[src/rtl/slip_tx_enc.sv]
// SLIP (RFC1055) frame encoder: pops packet bytes from a FIFO read port, escapes
// 0xC0/0xDB, delimits frames with END (0xC0) and drives a valid/ready byte stream.
module slip_tx_enc #(
   parameter bit          LEAD_END  = 1'b1,
   parameter int unsigned CNT_WIDTH = 16
) (
   input  logic                 clk,
   input  logic                 rst,
   input  logic [7:0]           in_data,
   input  logic                 in_last,
   input  logic                 in_empty,
   output logic                 in_ena,
   output logic [7:0]           out_data,
   output logic                 out_valid,
   input  logic                 out_ready,
   output logic                 busy,
   output logic [CNT_WIDTH-1:0] frm_cnt
);

   localparam logic [7:0] END_B     = 8'hC0;
   localparam logic [7:0] ESC_B     = 8'hDB;
   localparam logic [7:0] ESC_END_B = 8'hDC;
   localparam logic [7:0] ESC_ESC_B = 8'hDD;

   typedef enum logic [1:0] {S_IDLE, S_DATA, S_ESC, S_EOF} state_e;

   state_e               state_q, state_d;
   logic [7:0]           out_data_q;
   logic                 out_valid_q;
   logic [7:0]           esc_q, esc_d;
   logic                 last_q, last_d;
   logic [CNT_WIDTH-1:0] cnt_q;

   logic       out_free;
   logic       in_avail;
   logic       pop_state;
   logic       pop;
   logic       is_esc;
   logic       load;
   logic [7:0] load_data;
   logic       cnt_inc;

   assign out_free  = ~out_valid_q | out_ready;
   assign in_avail  = out_free & ~in_empty;
   // With no leading END, IDLE pops the first byte exactly like DATA does.
   assign pop_state = (state_q == S_DATA) || ((state_q == S_IDLE) && !LEAD_END);
   assign pop       = in_avail & pop_state;
   assign in_ena    = ~rst & pop;
   assign is_esc    = (in_data == END_B) || (in_data == ESC_B);

   always_ff @(posedge clk) begin
      if (rst) begin
         state_q <= S_IDLE;
      end else begin
         state_q <= state_d;
      end
   end

   always_comb begin
      state_d = state_q;
      if (pop) begin
         if (is_esc) begin
            state_d = S_ESC;
         end else if (in_last) begin
            state_d = S_EOF;
         end else begin
            state_d = S_DATA;
         end
      end else begin
         case (state_q)
            S_IDLE:  if (in_avail) state_d = S_DATA;
            S_ESC:   if (out_free) state_d = last_q ? S_EOF : S_DATA;
            S_EOF:   if (out_free) state_d = S_IDLE;
            default: state_d = state_q;
         endcase
      end
   end

   always_comb begin
      load      = 1'b0;
      load_data = '0;
      esc_d     = esc_q;
      last_d    = last_q;
      cnt_inc   = 1'b0;
      if (pop) begin
         load = 1'b1;
         if (is_esc) begin
            load_data = ESC_B;
            esc_d     = (in_data == END_B) ? ESC_END_B : ESC_ESC_B;
            last_d    = in_last;
         end else begin
            load_data = in_data;
         end
      end else begin
         case (state_q)
            S_IDLE: begin
               if (in_avail) begin
                  load      = 1'b1;
                  load_data = END_B;
               end
            end
            S_ESC: begin
               if (out_free) begin
                  load      = 1'b1;
                  load_data = esc_q;
               end
            end
            S_EOF: begin
               if (out_free) begin
                  load      = 1'b1;
                  load_data = END_B;
                  cnt_inc   = 1'b1;
               end
            end
            default: begin
               load = 1'b0;
            end
         endcase
      end
   end

   // Output register only moves when the sink can take a byte; otherwise it holds.
   always_ff @(posedge clk) begin
      if (rst) begin
         out_data_q  <= '0;
         out_valid_q <= 1'b0;
         esc_q       <= '0;
         last_q      <= 1'b0;
         cnt_q       <= '0;
      end else begin
         if (out_free) begin
            out_valid_q <= load;
            if (load) begin
               out_data_q <= load_data;
            end
         end
         esc_q  <= esc_d;
         last_q <= last_d;
         if (cnt_inc) begin
            cnt_q <= cnt_q + CNT_WIDTH'(1);
         end
      end
   end

   assign out_data  = out_data_q;
   assign out_valid = out_valid_q;
   assign busy      = (state_q != S_IDLE);
   assign frm_cnt   = cnt_q;

endmodule

[config.mk]
export PLATFORM = sky130hd
export DESIGN_NAME = slip_tx_enc
export DESIGN_NICKNAME = d
export VERILOG_FILES = /design/src/rtl/slip_tx_enc.sv
export SDC_FILE = /design/constraint.sdc
export NUM_CORES = 1
export LEC_CHECK = 0
export CORE_MARGIN = 8
export CORE_UTILIZATION = 65
export DETAILED_ROUTE_END_ITERATION = 6
export DONT_BUFFER_PORTS = 1
export MAX_ROUTING_LAYER = met4
export PLACE_DENSITY = 0.91
export SLEW_MARGIN = 20
export SYNTH_ARGS = -nofsm -noshare
export SYNTH_HDL_FRONTEND = slang
export SYNTH_SLANG_ARGS = --single-unit
[constraint.sdc]
create_clock -name clk -period 4.5 [get_ports clk]
set_clock_uncertainty 0.1 [all_clocks]
set_input_delay 0.675 -clock clk [delete_from_list [all_inputs] [get_ports clk]]
set_output_delay 0.675 -clock clk [all_outputs]
set_load 0.02 [all_outputs]
## Yosys cells after proc, flatten, opt, wreduce, memory -nomap -nowiden

Cells that the tools add are included.

| cells by class | value |
|---|---|
| $add $sub $neg | 1 |
| eq/ne operators | 8 |
| muxes and demuxes | 19 |
| bitwise gates (word level) | 7 |
| reductions and logical operators | 8 |

Operators with widths:

| kind | number |
|---|---|
| 2-to-1 mux 8 bit | 3 |
| one-hot mux 8 bit (3 select lines) | 1 |
| adder 16 x 1 -> 16 bit, second input constant | 1 |
| == test 8 bit, second input constant | 2 |
| 2-to-1 mux 2 bit | 7 |
| inequality test 3 bit, second input constant | 3 |
| 2-to-1 mux 1 bit | 6 |
| one-hot mux 2 bit (3 select lines) | 1 |
| == test 2 bit, second input constant | 2 |
| AND reduction 2 bit | 2 |
| AND reduction 4 bit | 1 |
| nonzero test 4 bit | 1 |
| bitwise AND 1 bit | 3 |
| inverter 1 bit | 3 |
| == test 2 x 1 -> 1 bit, second input constant | 1 |
| zero test 2 bit | 1 |
| one-hot mux 1 bit (2 select lines) | 1 |
| nonzero test 2 bit | 1 |
| OR reduction 2 bit | 1 |
| logical OR 1 bit | 1 |
| bitwise OR 1 bit | 1 |

| storage, ports and cells | value |
|---|---|
| bits in registers | 36 |
| input bits | 13 |
| output and inout port bits | 27 |
| logic and storage cells | 49 |

## Logic depth before layout (Yosys ltp)

Gate-level depths: netlist of the first run.

| logic depth | value |
|---|---|
| depth in word-level cells | 7 |
| depth in mapped cells | 7 |
| depth with buffers taken out | 6 |

## Least setup slack after synthesis of the first run

No wires, ideal clock.

| timing | value |
|---|---|
| kind | input-to-output |
| start | input out_ready |
| end | output in_ena |
| arrival | 1.410 ns |
| required time | 3.725 ns |
| slack | 2.315 ns |
| cell stages on the path | 4 |
| path buffers | 1 |
| cell sequence | or2b_1 clkbuf_1 nand2_1 nor2_1 |

| between the ends | value |
|---|---|
| word-level cells in the longest chain between the ends | 4 |

RTL lines:

| what | line | text |
|---|---|---|
| start: declaration | 15 | `input logic out_ready,` |
| bitwise OR 1 bit | 43 | `assign out_free = ~out_valid_q \| out_ready;` |
| bitwise AND 1 bit | 44 | `assign in_avail = out_free & ~in_empty;` |
| bitwise AND 1 bit | 47 | `assign pop = in_avail & pop_state;` |
| bitwise AND 1 bit | 48 | `assign in_ena = ~rst & pop;` |
| end: declaration | 12 | `output logic in_ena,` |

No other way between the ends.

## Worst setup path after layout of the first run

| timing | value |
|---|---|
| start | register state_q[1] |
| end | output in_ena |

| between the ends | value |
|---|---|
| word-level cells in the longest chain between the ends | 3 |

RTL lines:

| what | line | text |
|---|---|---|
| start: declaration | 27 | `state_e state_q, state_d;` |
| start signal: assignment | 55 | `state_q <= state_d;` |
| == test 2 x 1 -> 1 bit | 46 | `assign pop_state = (state_q == S_DATA) \|\| ((state_q == S_IDLE) && !LEAD_END);` |
| bitwise AND 1 bit | 47 |  |
| bitwise AND 1 bit | 48 |  |

No other way between the ends.

==> flow_metrics.tcl, run 1 <==
set metrics [dict create \
    outcome "finished, final reports clean" \
    hold_buffers 0 \
    start_util_pct 69.6 \
    root_buffer "sky130_fd_sc_hd__clkbuf_4" \
    reg2reg_from "state_q[1]" \
    peak_supply_drop_uv 402 \
    period_share_pct 59.8 \
    worstPathArrival_ns 1.92 \
    p_seq_share_pct 47.9 \
    rsz0062_at_grt "false" \
    yosys_register_bits 30 \
    final-setup-viol-count 0 \
    grt_pass1_wl_um 5680 \
    routed_wire_length_per_instance_um 17.3 \
    fin_tns_setup_ns 0 \
    criticalPathCategory "reg2out" \
    r2r_slack_ns 2.18 \
    port-buffer-count 0 \
    ant_diodes 0 \
    hp-class "in2reg" \
    fp.coreArea_um2 2230 \
    synthCells 177 \
    totalPowerFinal_uw 763 \
    maximum_net_fanout_on_the_critical_path 6 \
    post-cts-setup-buffers 0 \
    ctsHtreeMaxLevel 2 \
    first_global_vias 1231 \
    power.net_switching_uw 291 \
    grt_use_total_pct 17.4 \
    slew_viol_final 0 \
    startpoint_type "register" \
    via_count 1326 \
    fmax_mhz 372 \
    layout.cell_area.non_filler_um2 1610 \
    antenna_left 0 \
    die_y_um 64.9 \
    finalHoldViolCount 0 \
    worst-endpoint-required_ns 3.72 \
    hold_path_startpoint "rst" \
    post_layout_utilization_of_the_core_pct 71.9 \
    internal_power_consumption_uw 473 \
    share_comb_of_total_power_pct 29.9 \
    crit_path_max_incr_delay_ns 0.38 \
    area.growth.synth_to_final_pct 3.22 \
    drt_iter0_drc 118 \
    antenna_found_initial 0 \
    placed_cell_area_um2 1550 \
    power_density_nw_per_um2 476 \
    placedCellCount 197 \
    drc 0 \
    grt_overflow 0 \
    clkSinkCount 30 \
    synth_edf_count 0 \
    critical_path_cell_count 5 \
    ctsResizeCount 0 \
    rr_endpoint "frm_cnt[15]" \
    synthesis.area_per_instance_um2 8.79 \
    static_power_due_to_leakage_uw 0.000543 \
    place.gp.congestion 0.858 \
    postSynthNetCount 197 \
    insertion_delay_ns 0.34 \
    via_count_normalized_by_instance_count 6.47 \
    synthArstFlopShare_pct 0 \
    core.rowCount 17 \
    die_x_um 64.9 \
    i_o_pins 40 \
    layout-drive-gt1-share_pct 8.47 \
    clockBufferDepth 2 \
    yosysUniqueCellTypes 44 \
    hold_path_sink "state_q[0]" \
    r2r.worst_path.cells 6 \
    layoutNonFillerInstCount 205 \
    worst-path-buf-inv 1 \
    wirelength_um 3540 \
    tritoncts "built" \
    worst_path_dominant_cell_family "simple AND/OR/NAND/NOR gates" \
    count_of_cells_along_the_worst_hold_path 1 \
    synth_top_flop_cell "sky130_fd_sc_hd__dfxtp_1" \
    timing.critical_path.slowest_stage_cell "sky130_fd_sc_hd__nor2b_1" \
    power.clock.fraction_pct 22.2 \
    relative_max_transition_margin_pct 50.7 \
    die_area_um2 4210 \
    path_cells "inv_1, ha_1, nor2b_1, nand2_1, nor2_1" \
    synth-seq-area-share_pct 38.6 \
    maxCapViolations 0 \
    place.detailed.hpwl_um 2670 \
    fin_nets 196 \
    number_of_detailed_route_iterations_in_the_first_pass 4 \
    grt_start_max_net_pins 31 \
    power.share.switching_pct 38.1 \
    cp-end-kind "output pin" \
    synth.cell_area_um2 1560 \
    synthesis.yosys.warnings 0 \
    cts-buffers-inserted 5 \
    worstMarginPinSlew_ns 0.740 \
    final.min_clock_period_ns 2.69 \
    clk_pin_slew_worst_setup_hold_paths_ns 0.09 \
]
==> worst max path at each step <==
stage                     startpoint      to  slack, ns
final                     state_q[1]  in_ena       1.81
after global routing      state_q[1]  in_ena       1.69
after CTS                 state_q[1]  in_ena       1.78
after detailed placement  state_q[1]  in_ena       2.17
after global placement    state_q[1]  in_ena       2.25
after floorplan            out_ready  in_ena       2.31
==> per-stage QoR <==
stage / setup WS (ns) / hold slack [ns]
4_1_cts: 1.78 / 0.272
5_1_grt: 1.69 / 0.274
2_1_floorplan: 2.31 / 0.360
6_report: 1.81 / 0.292
3_3_place_gp: 2.25 / 0.385
3_5_place_dp: 2.17 / 0.388
==> registers in the layout (all words and copies together) (netlist names) <==
signal and count:
frm_cnt 16, out_data 8, esc_q 2, state_q 2, last_q 1, out_valid 1
==> per-layer routing <==
| metal | up-vias | global-route usage [%] | wire (µm) |
|---|---|---|---|
| met4 | 0 | 9.54 | 93 |
| met1 | 622 | 17.2 | 1420 |
| met3 | 9 | 8.42 | 375 |
| met2 | 45 | 27.8 | 1650 |
| li1 | 650 | - | - |
| met5 | - | - | 0 |
==> logic make-up (layout without fill, tap and decap cells) <==
logic type / Yosys count / count (layout) / share of synthesized area [%]
AND/OR/NAND/NOR: 71 / 71 / 26.1
AO/OA/AOI/OAI: 48 / 48 / 20.8
flip-flops: 30 / 30 / 38.6
buffers and inverters: 13 / 13 / 4.10
adder cells (fa/ha/maj): 7 / 7 / 5.63
XOR/XNOR: 5 / 5 / 2.82
multiplexers: 3 / 3 / 1.93
==> cell type report <==
type / count / area [µm²]
Sequential cell: 30 / 601
Clock inverter: 1 / 5.00
Tap cell: 28 / 35.0
Multi-Input combinational cell: 134 / 891
Inverter: 5 / 18.8
Clock buffer: 7 / 55.1
Fill cell: 194 / 628
==> cells in the mapped netlist, types with 2 or more instances <==
| cell type | n | share of area (%) |
|---|---|---|
| sky130_fd_sc_hd__dfxtp_1 | 30 | 39 |
| sky130_fd_sc_hd__a21oi_1 | 18 | 5.8 |
| sky130_fd_sc_hd__nor2_1 | 18 | 4.3 |
| sky130_fd_sc_hd__nand2_1 | 11 | 2.7 |
| sky130_fd_sc_hd__o21ai_0 | 8 | 2.6 |
| sky130_fd_sc_hd__ha_1 | 7 | 5.6 |
| sky130_fd_sc_hd__nand3_1 | 7 | 2.3 |
| sky130_fd_sc_hd__or3_1 | 6 | 2.4 |
| sky130_fd_sc_hd__clkbuf_1 | 5 | 1.2 |
| sky130_fd_sc_hd__inv_1 | 5 | 1.2 |
| sky130_fd_sc_hd__o31ai_1 | 5 | 2.4 |
| sky130_fd_sc_hd__or4_1 | 5 | 2.4 |
| sky130_fd_sc_hd__nand2b_1 | 4 | 1.6 |
| sky130_fd_sc_hd__nand4_1 | 4 | 1.6 |
| sky130_fd_sc_hd__a211oi_1 | 3 | 1.4 |
| sky130_fd_sc_hd__mux2i_1 | 3 | 1.9 |
| sky130_fd_sc_hd__xnor2_1 | 3 | 1.7 |
| sky130_fd_sc_hd__a311oi_1 | 2 | 1.1 |
| sky130_fd_sc_hd__a31oi_1 | 2 | 0.80 |
| sky130_fd_sc_hd__buf_6 | 2 | 1.4 |
| sky130_fd_sc_hd__nor2b_1 | 2 | 0.80 |
| sky130_fd_sc_hd__o21bai_1 | 2 | 0.97 |
| sky130_fd_sc_hd__o221a_2 | 2 | 1.4 |
| sky130_fd_sc_hd__or3b_2 | 2 | 1.1 |
| sky130_fd_sc_hd__xor2_1 | 2 | 1.1 |
==> power groups by stage <==
stage,Clock [µW],Combinational (µW),Sequential [µW]
after CTS,176,227,366
after floorplan,0,195,362
after global routing,186,258,371
after detailed placement,0,226,373
final,170,228,365
after global placement,0,219,370
==> cells in the final DEF, fill, tap and decap left out, types with 2 or more instances in the layout <==
cell,count
sky130_fd_sc_hd__dfxtp_1,30
sky130_fd_sc_hd__nor2_1,18
sky130_fd_sc_hd__a21oi_1,18
sky130_fd_sc_hd__nand2_1,11
sky130_fd_sc_hd__o21ai_0,8
sky130_fd_sc_hd__nand3_1,7
sky130_fd_sc_hd__ha_1,7
sky130_fd_sc_hd__or3_1,6
sky130_fd_sc_hd__inv_1,5
sky130_fd_sc_hd__o31ai_1,5
sky130_fd_sc_hd__or4_1,5
sky130_fd_sc_hd__clkbuf_4,5
sky130_fd_sc_hd__nand4_1,4
sky130_fd_sc_hd__nand2b_1,4
sky130_fd_sc_hd__xnor2_1,3
sky130_fd_sc_hd__mux2i_1,3
sky130_fd_sc_hd__a211oi_1,3
sky130_fd_sc_hd__nor2b_1,2
sky130_fd_sc_hd__xor2_1,2
sky130_fd_sc_hd__or3b_2,2
sky130_fd_sc_hd__o21bai_1,2
sky130_fd_sc_hd__a31oi_1,2
sky130_fd_sc_hd__o221a_2,2
sky130_fd_sc_hd__a311oi_1,2
Note: power is estimated with default switching activity, not from simulation.
==> run 2, diff against run 1 <==
CORE_UTILIZATION = 55   (was 65)
PLACE_DENSITY = 0.83   (was 0.91)
clock period = 2.4 ns   (was 4.5 ns; I/O delays follow)
==> flow_metrics.tcl, run 2 (synthesis gave the netlist of run 1 again) <==
set metrics [dict create \
    core.rowCount 19 \
    layout-drive-gt1-share_pct 13.9 \
    power_density_nw_per_um2 871 \
    outcome "finished, final reports clean" \
    slew_viol_final 0 \
    fmax_mhz 440 \
    relative_max_transition_margin_pct 28.1 \
    insertion_delay_ns 0.33 \
    final_common_cell "sky130_fd_sc_hd__dfxtp_1" \
    finalHoldViolCount 0 \
    grt_use_total_pct 15.3 \
    grt_start_max_net_pins 29 \
    final-setup-viol-count 0 \
    flip_flop_count_of_the_largest_register_after_layout 16 \
    worst-endpoint-required_ns 2.56 \
    tritoncts "built" \
    ctsHtreeMaxLevel 2 \
    worstMarginPinSlew_ns 1.07 \
    clkSinkCount 30 \
    drt_iter0_drc 161 \
    via_count_normalized_by_instance_count 6.26 \
    fp.coreArea_um2 2710 \
    mostFrequentLayoutCells "30 x sky130_fd_sc_hd__dfxtp_1, 18 x sky130_fd_sc_hd__a21oi_1, 17 x sky130_fd_sc_hd__nor2_1" \
    worstPathArrival_ns 2.43 \
    die_area_um2 4790 \
    placed_cell_area_um2 1620 \
    place.gp.congestion 0.832 \
    startpoint_type "register" \
    cts-buffers-inserted 5 \
    fillerInstances 222 \
    holdWs_ns 0.0681 \
    criticalPathCategory "reg2reg" \
    peak_supply_drop_uv 732 \
    maxCapViolations 0 \
    grt_overflow 0 \
    die_x_um 69.2 \
    start_util_pct 57.4 \
    hp-class "in2reg" \
    clk_pin_slew_worst_setup_hold_paths_ns 0.10 \
    drc 0 \
    place.detailed.hpwl_um 2730 \
    via_count 1365 \
    first_global_vias 1308 \
    fin_nets 206 \
    fin_tns_setup_ns 0 \
    port-buffer-count 0 \
    number_of_detailed_route_iterations_in_the_first_pass 4 \
    period_share_pct 94.8 \
    clockBufferDepth 2 \
    antenna_left 0 \
    ant_diodes 0 \
    maximum_net_fanout_on_the_critical_path 9 \
    final.min_clock_period_ns 2.27 \
    antenna_found_initial 0 \
    grt_pass1_wl_um 6090 \
    routed_wire_length_per_instance_um 16.8 \
    cp-end-kind "register" \
    wirelength_um 3670 \
    die_y_um 69.2 \
    rsz0062_at_grt "false" \
    area.growth.synth_to_final_pct 8.85 \
    layout.cell_area.non_filler_um2 1690 \
    i_o_pins 40 \
    static_power_due_to_leakage_uw 0.000593 \
    root_buffer "sky130_fd_sc_hd__clkbuf_4" \
]
run 2: cell types whose count changed in the layout (fill, tap and decap cells not counted), sizes merged:
cell and change:
buf +9, clkbuf -1, clkinvlp +1, dlygate4sd3 +1
run 2: where the power goes:
part           leakage [µW]  total (µW)  switching (µW)  internal [µW]
clock network     0.0000343         316             175            141
registers          0.000244         678             114            564
logic              0.000315         479             270            210
run 2: layout make-up:
class	count	area, µm²	share of cell area, %
well taps	31	38.8	2.29
flip-flops and latches	30	601	35.5
multi-input cells	134	893	52.8
repair buffers	10	77.6	4.58
clock inverters	2	12.5	0.739
inverters	5	18.8	1.11
clock buffers	6	51.3	3.03
run 2: layer usage:
| metal | routed length, µm | global-route usage [%] | vias up |
|---|---|---|---|
| met5 | 0 | - | - |
| met4 | 37 | 6.38 | 0 |
| met3 | 313 | 6.29 | 5 |
| met2 | 1840 | 25.0 | 53 |
| met1 | 1480 | 15.8 | 640 |
| li1 | - | - | 667 |
run 2: critical path, cell delays in order, from the launching register on:
cell	delay, ns
sky130_fd_sc_hd__dfxtp_1	0.42
sky130_fd_sc_hd__inv_1	0.11
sky130_fd_sc_hd__ha_1	0.24
sky130_fd_sc_hd__nor2b_1	0.16
sky130_fd_sc_hd__or3_1	0.48
sky130_fd_sc_hd__or4_1	0.56
sky130_fd_sc_hd__a21oi_1	0.15
run 2: path summary, 6_finish.rpt:
kind              start  cells after the start  slack [ns]           to
max          state_q[1]                      6        0.13  frm_cnt[13]
min          in_data[6]                      2        0.07  out_data[6]
max reg2reg  state_q[1]                      6        0.13  frm_cnt[13]
min reg2reg    esc_q[0]                      2        0.41  out_data[0]
run 2: what timing repair did:
action,4_1_cts,5_1_grt
hold endpoints to repair,28,0
hold buffers,1,0
buffers inserted,0,0
setup endpoints to repair,0,1
resized for setup,0,1
run 2: through the flow:
stage,utilization [%],worst slack [ns],cells,power (µW)
6_report,62.5,0.126,218,1470
3_3_place_gp,59.6,0.290,209,1130
2_1_floorplan,-,0.282,177,1040
3_5_place_dp,59.6,0.168,209,1160
4_1_cts,62.4,0.0985,218,1490
5_1_grt,62.5,0.0289,218,1580
